### src/rtl/jk_sync_up_counter_pkg.sv
// Shared constants and parameter validation for the JK-based synchronous up counter.
package jk_sync_up_counter_pkg;

    localparam int unsigned DefaultWidth   = 4;
    localparam int unsigned DefaultModulus = 16;

    // True when WIDTH is 2..16 and MODULUS is 2..2^WIDTH.
    function automatic bit params_valid(input int unsigned width, input int unsigned modulus);
        return (width >= 2) && (width <= 16) && (modulus >= 2) && (modulus <= (32'd1 << width));
    endfunction

endpackage

### src/rtl/jk_ff_arn.sv
// Single JK flip-flop with asynchronous active-low reset to 0.
module jk_ff_arn (
    input  logic clk,
    input  logic reset,
    input  logic j,
    input  logic k,
    output logic q
);

    always_ff @(posedge clk or negedge reset) begin
        if (!reset) begin
            q <= 1'b0;
        end else begin
            unique case ({j, k})
                2'b01:   q <= 1'b0;
                2'b10:   q <= 1'b1;
                2'b11:   q <= ~q;
                default: q <= q;
            endcase
        end
    end

endmodule

### src/rtl/jk_sync_up_counter.sv
// Modulo-MODULUS synchronous up counter built from per-bit JK cells, with enable,
// parallel load, cascade terminal count and registered wrap / load-error pulses.
module jk_sync_up_counter
    import jk_sync_up_counter_pkg::*;
#(
    parameter int unsigned WIDTH   = DefaultWidth,
    parameter int unsigned MODULUS = DefaultModulus
) (
    input  logic             clk,
    input  logic             reset,
    input  logic             en,
    input  logic             load,
    input  logic [WIDTH-1:0] d,
    output logic [WIDTH-1:0] q,
    output logic             tc,
    output logic             wrap,
    output logic             load_err
);

    if (!params_valid(WIDTH, MODULUS)) begin : g_bad_params
        $error("jk_sync_up_counter: need 2<=WIDTH<=16 and 2<=MODULUS<=2^WIDTH");
    end

    localparam logic [WIDTH-1:0] MaxCount = WIDTH'(MODULUS - 1);

    logic [WIDTH-1:0] j, k;
    logic [WIDTH-1:0] carry;
    logic             at_max;
    logic             wrap_d, wrap_q;
    logic             load_err_d, load_err_q;

    assign at_max = (q == MaxCount);
    // Cascade path stays combinational so chained stages advance on the same edge.
    assign tc     = en & at_max;

    always_comb begin
        carry[0] = 1'b1;
        for (int i = 1; i < int'(WIDTH); i++) begin
            carry[i] = carry[i-1] & q[i-1];
        end
    end

    always_comb begin
        j          = '0;
        k          = '0;
        wrap_d     = 1'b0;
        load_err_d = 1'b0;
        if (load) begin
            if (32'(d) >= MODULUS) begin
                k          = '1;
                load_err_d = 1'b1;
            end else begin
                j = d;
                k = ~d;
            end
        end else if (en) begin
            if (at_max) begin
                // Explicit clear rather than rollover, so non-power-of-2 moduli wrap correctly.
                k      = '1;
                wrap_d = 1'b1;
            end else begin
                j = carry;
                k = carry;
            end
        end
    end

    for (genvar i = 0; i < int'(WIDTH); i++) begin : g_bit
        jk_ff_arn u_cell (
            .clk   (clk),
            .reset (reset),
            .j     (j[i]),
            .k     (k[i]),
            .q     (q[i])
        );
    end

    always_ff @(posedge clk or negedge reset) begin
        if (!reset) begin
            wrap_q     <= 1'b0;
            load_err_q <= 1'b0;
        end else begin
            wrap_q     <= wrap_d;
            load_err_q <= load_err_d;
        end
    end

    assign wrap     = wrap_q;
    assign load_err = load_err_q;

endmodule

### config.mk
export PLATFORM = sky130hd
export DESIGN_NAME = jk_sync_up_counter
export DESIGN_NICKNAME = d
export VERILOG_FILES = /design/src/rtl/jk_sync_up_counter_pkg.sv /design/src/rtl/jk_ff_arn.sv /design/src/rtl/jk_sync_up_counter.sv
export SDC_FILE = /design/constraint.sdc
export NUM_CORES = 1
export LEC_CHECK = 0
export CAP_MARGIN = 20
export CORE_AREA = 3 3 40 42
export CTS_CLUSTER_SIZE = 30
export DETAILED_ROUTE_END_ITERATION = 10
export DIE_AREA = 0 0 43 45
export MAX_ROUTING_LAYER = met4
export PLACE_DENSITY = 0.61
export REMOVE_ABC_BUFFERS = 1
export SYNTH_ARGS = -nofsm -noshare
export SYNTH_HDL_FRONTEND = slang
export SYNTH_SLANG_ARGS = --single-unit
### constraint.sdc
create_clock -name clk -period 0.9 [get_ports clk]
set_input_delay 0.18 -clock clk [delete_from_list [all_inputs] [get_ports clk]]
set_output_delay 0.18 -clock clk [all_outputs]
set_load 0.01 [all_outputs]
==> flow_summary.toml, run 1 <==
[layout]
fin_area_um2 = 497
nNetsFinal = 57
diodes = 0
fin_cells = 63
synthToLayoutAreaGrowth_pct = 77.2
final_layout_size_suffix_gt1_frac = 0.458

[clock_network]
clk_pin_slew_ps = 50
clockBufferDepth = 2
cts_buffers = 3
cts_sinks = 5
tritoncts = "built"
cts_root_buf = "clkbuf_4"
h-tree-depth = 1
worstSkewPairLatency_ps = 240
cts_hold_buf = 0

[placement]
place_congestion = 0.698
port_buffers = 13
hpwl_um = 438
dp_cells = 57
post_dp_cell_area_um2 = 433

[outcome]
violations = "setup timing"
status = "complete, but fails checks"

[floorplan]
dieArea_um2 = 1940
initial_core_util = 0.218
coreArea_um2 = 1280
dieHeight_um = 45
fp.dieW_um = 43
rows = 13
io_pins = 15

[worst_setup_path]
cp-start-kind = "flip-flop"
cp.required_ps = 720
r2r_cells = 5
criticalPathCategory = "flip-flop to primary output"
crit_fanout = 2
end_kind = "primary output"
worstPathArrival_ps = 1060

[sta]
worst_slack_ps = -337
fin_tns_setup_ps = -1700
finalMaxSlewViolations = 0
rsz0062_at_grt = "true"
finalCritPeriodShare = 1.37
max_freq_ghz = 0.808
finClkSkew_ps = 6.25
finalSetupViolations = 11
final-hold-violation-count = 0
min_period_ps = 1240

[drt]
vias = 243
highest_layer = "met3"
drt-met1-wl_um = 238
drcViolationCount = 0
wl_met2_um = 285
viasPerCell = 3.86
drt-total-wl_um = 613
post_drt_wl_per_cell_um = 9.73
drt_first_pass_iters = 3
met3_wirelength_um = 88
postRouteAntennaNets = 0
drt_iter0_markers = 1

[synthesis]
synth_area_leader_cell = "dfrtp_1"
synth.top_cells.by_area = "dfrtp_1, buf_4, and3_4"
ys.flop_type = "dfrtp_1"
syn_area_per_cell_um2 = 9.66
synth_area_um2 = 280
synth-edff-count = 0
synth_top_area_share = 0.446
syn_inst = 29
synth.distinct_cells = 11
ys_warn_count = 0
async_reset_ff_frac = 1.00
netlist_top_cells_count = "buf_4, dfrtp_1, nand2_1, o21ai_0"
yosys_register_bits = 5
seq_area_frac_synth = 0.446

[power]
vdd_drop_max_mv = 0.830
power_density_nw_per_um2 = 1550
p_leak_nw = 0.238

[grt]
track_usage = 0.0630
grt_max_degree = 10
antenna_found_initial = 0
grt_pass1_wl_um = 779
grt_pass1_vias = 185
overflow = 0

[run]
maxCapViolCount = 0

[worst_hold_path]
hp-class = "input pin to asynchronous set/reset pin"
==> final timing paths <==
kind / start / to / slack, ps
worst max-delay path: g_bit[0].u_cell.q / tc / -340
min in group clk: d[1] / g_bit[1].u_cell.q / 490
worst min register to register: g_bit[3].u_cell.q / g_bit[3].u_cell.q / 660
max in group asynchronous: reset / g_bit[0].u_cell.q / 530
worst max register to register: g_bit[0].u_cell.q / g_bit[2].u_cell.q / -240
worst min-delay path: reset / wrap / 160
==> cell families after synthesis <==
kind of cell / synth area share
xor gates and xnor gates: 0.125
and+or+nand+nor: 0.196
buffers and inverters: 0.147
other: 0.0134
DFF: 0.446
AOI/OAI and AO/OA: 0.0714
==> critical path, cell delays in order (launching register included) <==
cell and delay (ps):
dfrtp_1 380, and3_4 190, and3_4 150, buf_6 110
==> final cells by class <==
cell class	instances	area, um^2
fillers	130	788
clock buffers	4	26.3
flip-flops and latches	5	125
well taps	15	18.8
multi-input cells	18	131
repair buffers	21	195
==> per-layer routing <==
layer | global-route usage | vias up
met4 | 0.0181 | 0
met3 | 0.0598 | 0
met2 | 0.0749 | 14
met5 | - | -
met1 | 0.0737 | 102
li1 | - | 127
==> sequential cells by signal, summed over array words and instances (netlist names) <==
register	count
g_bit.u_cell.q	4
wrap	1
==> cells in the final DEF, fill, tap and decap left out <==
cell type,instances
and2b_1,1
and3_4,2
buf_2,2
buf_4,5
buf_6,7
clkbuf_1,1
clkbuf_4,3
clkdlybuf4s50_1,6
conb_1,1
dfrtp_1,5
dlygate4sd2_1,1
nand2_1,4
nand2_2,1
nand4_1,1
o21ai_1,4
xnor2_2,2
xor2_1,2
==> timing repair <==
item | 4_1_cts | 5_1_grt
pin swaps | 5 | 5
gates resized for setup | 34 | 5
endpoints found under the setup margin | 10 | 11
buffers inserted | 0 | 2
==> metrics by stage <==
stage / utilization / hold WS (ps) / total power, mW / setup WS, ps
after floorplan: - / -116 / 0.333 / -180
after global placement: 0.337 / 423 / 0.472 / -826
after detailed placement: 0.337 / 427 / 0.473 / -825
after CTS: 0.361 / 166 / 0.756 / -343
after global routing: 0.387 / 171 / 0.822 / -378
final: 0.387 / 165 / 0.771 / -337
==> report_power, final <==
group	internal, mW	switching [mW]
clock network	0.167	0.0900
registers	0.249	0.0137
logic	0.155	0.0960
total	0.571	0.200
No activity file was read; power rests on OpenSTA's default activity.
==> run 2, diff against run 1 <==
CTS_CLUSTER_SIZE = default   (was 30)
==> results of run 2 <==
Same layout as run 1: the final DEF is identical, and so are final timing and power.
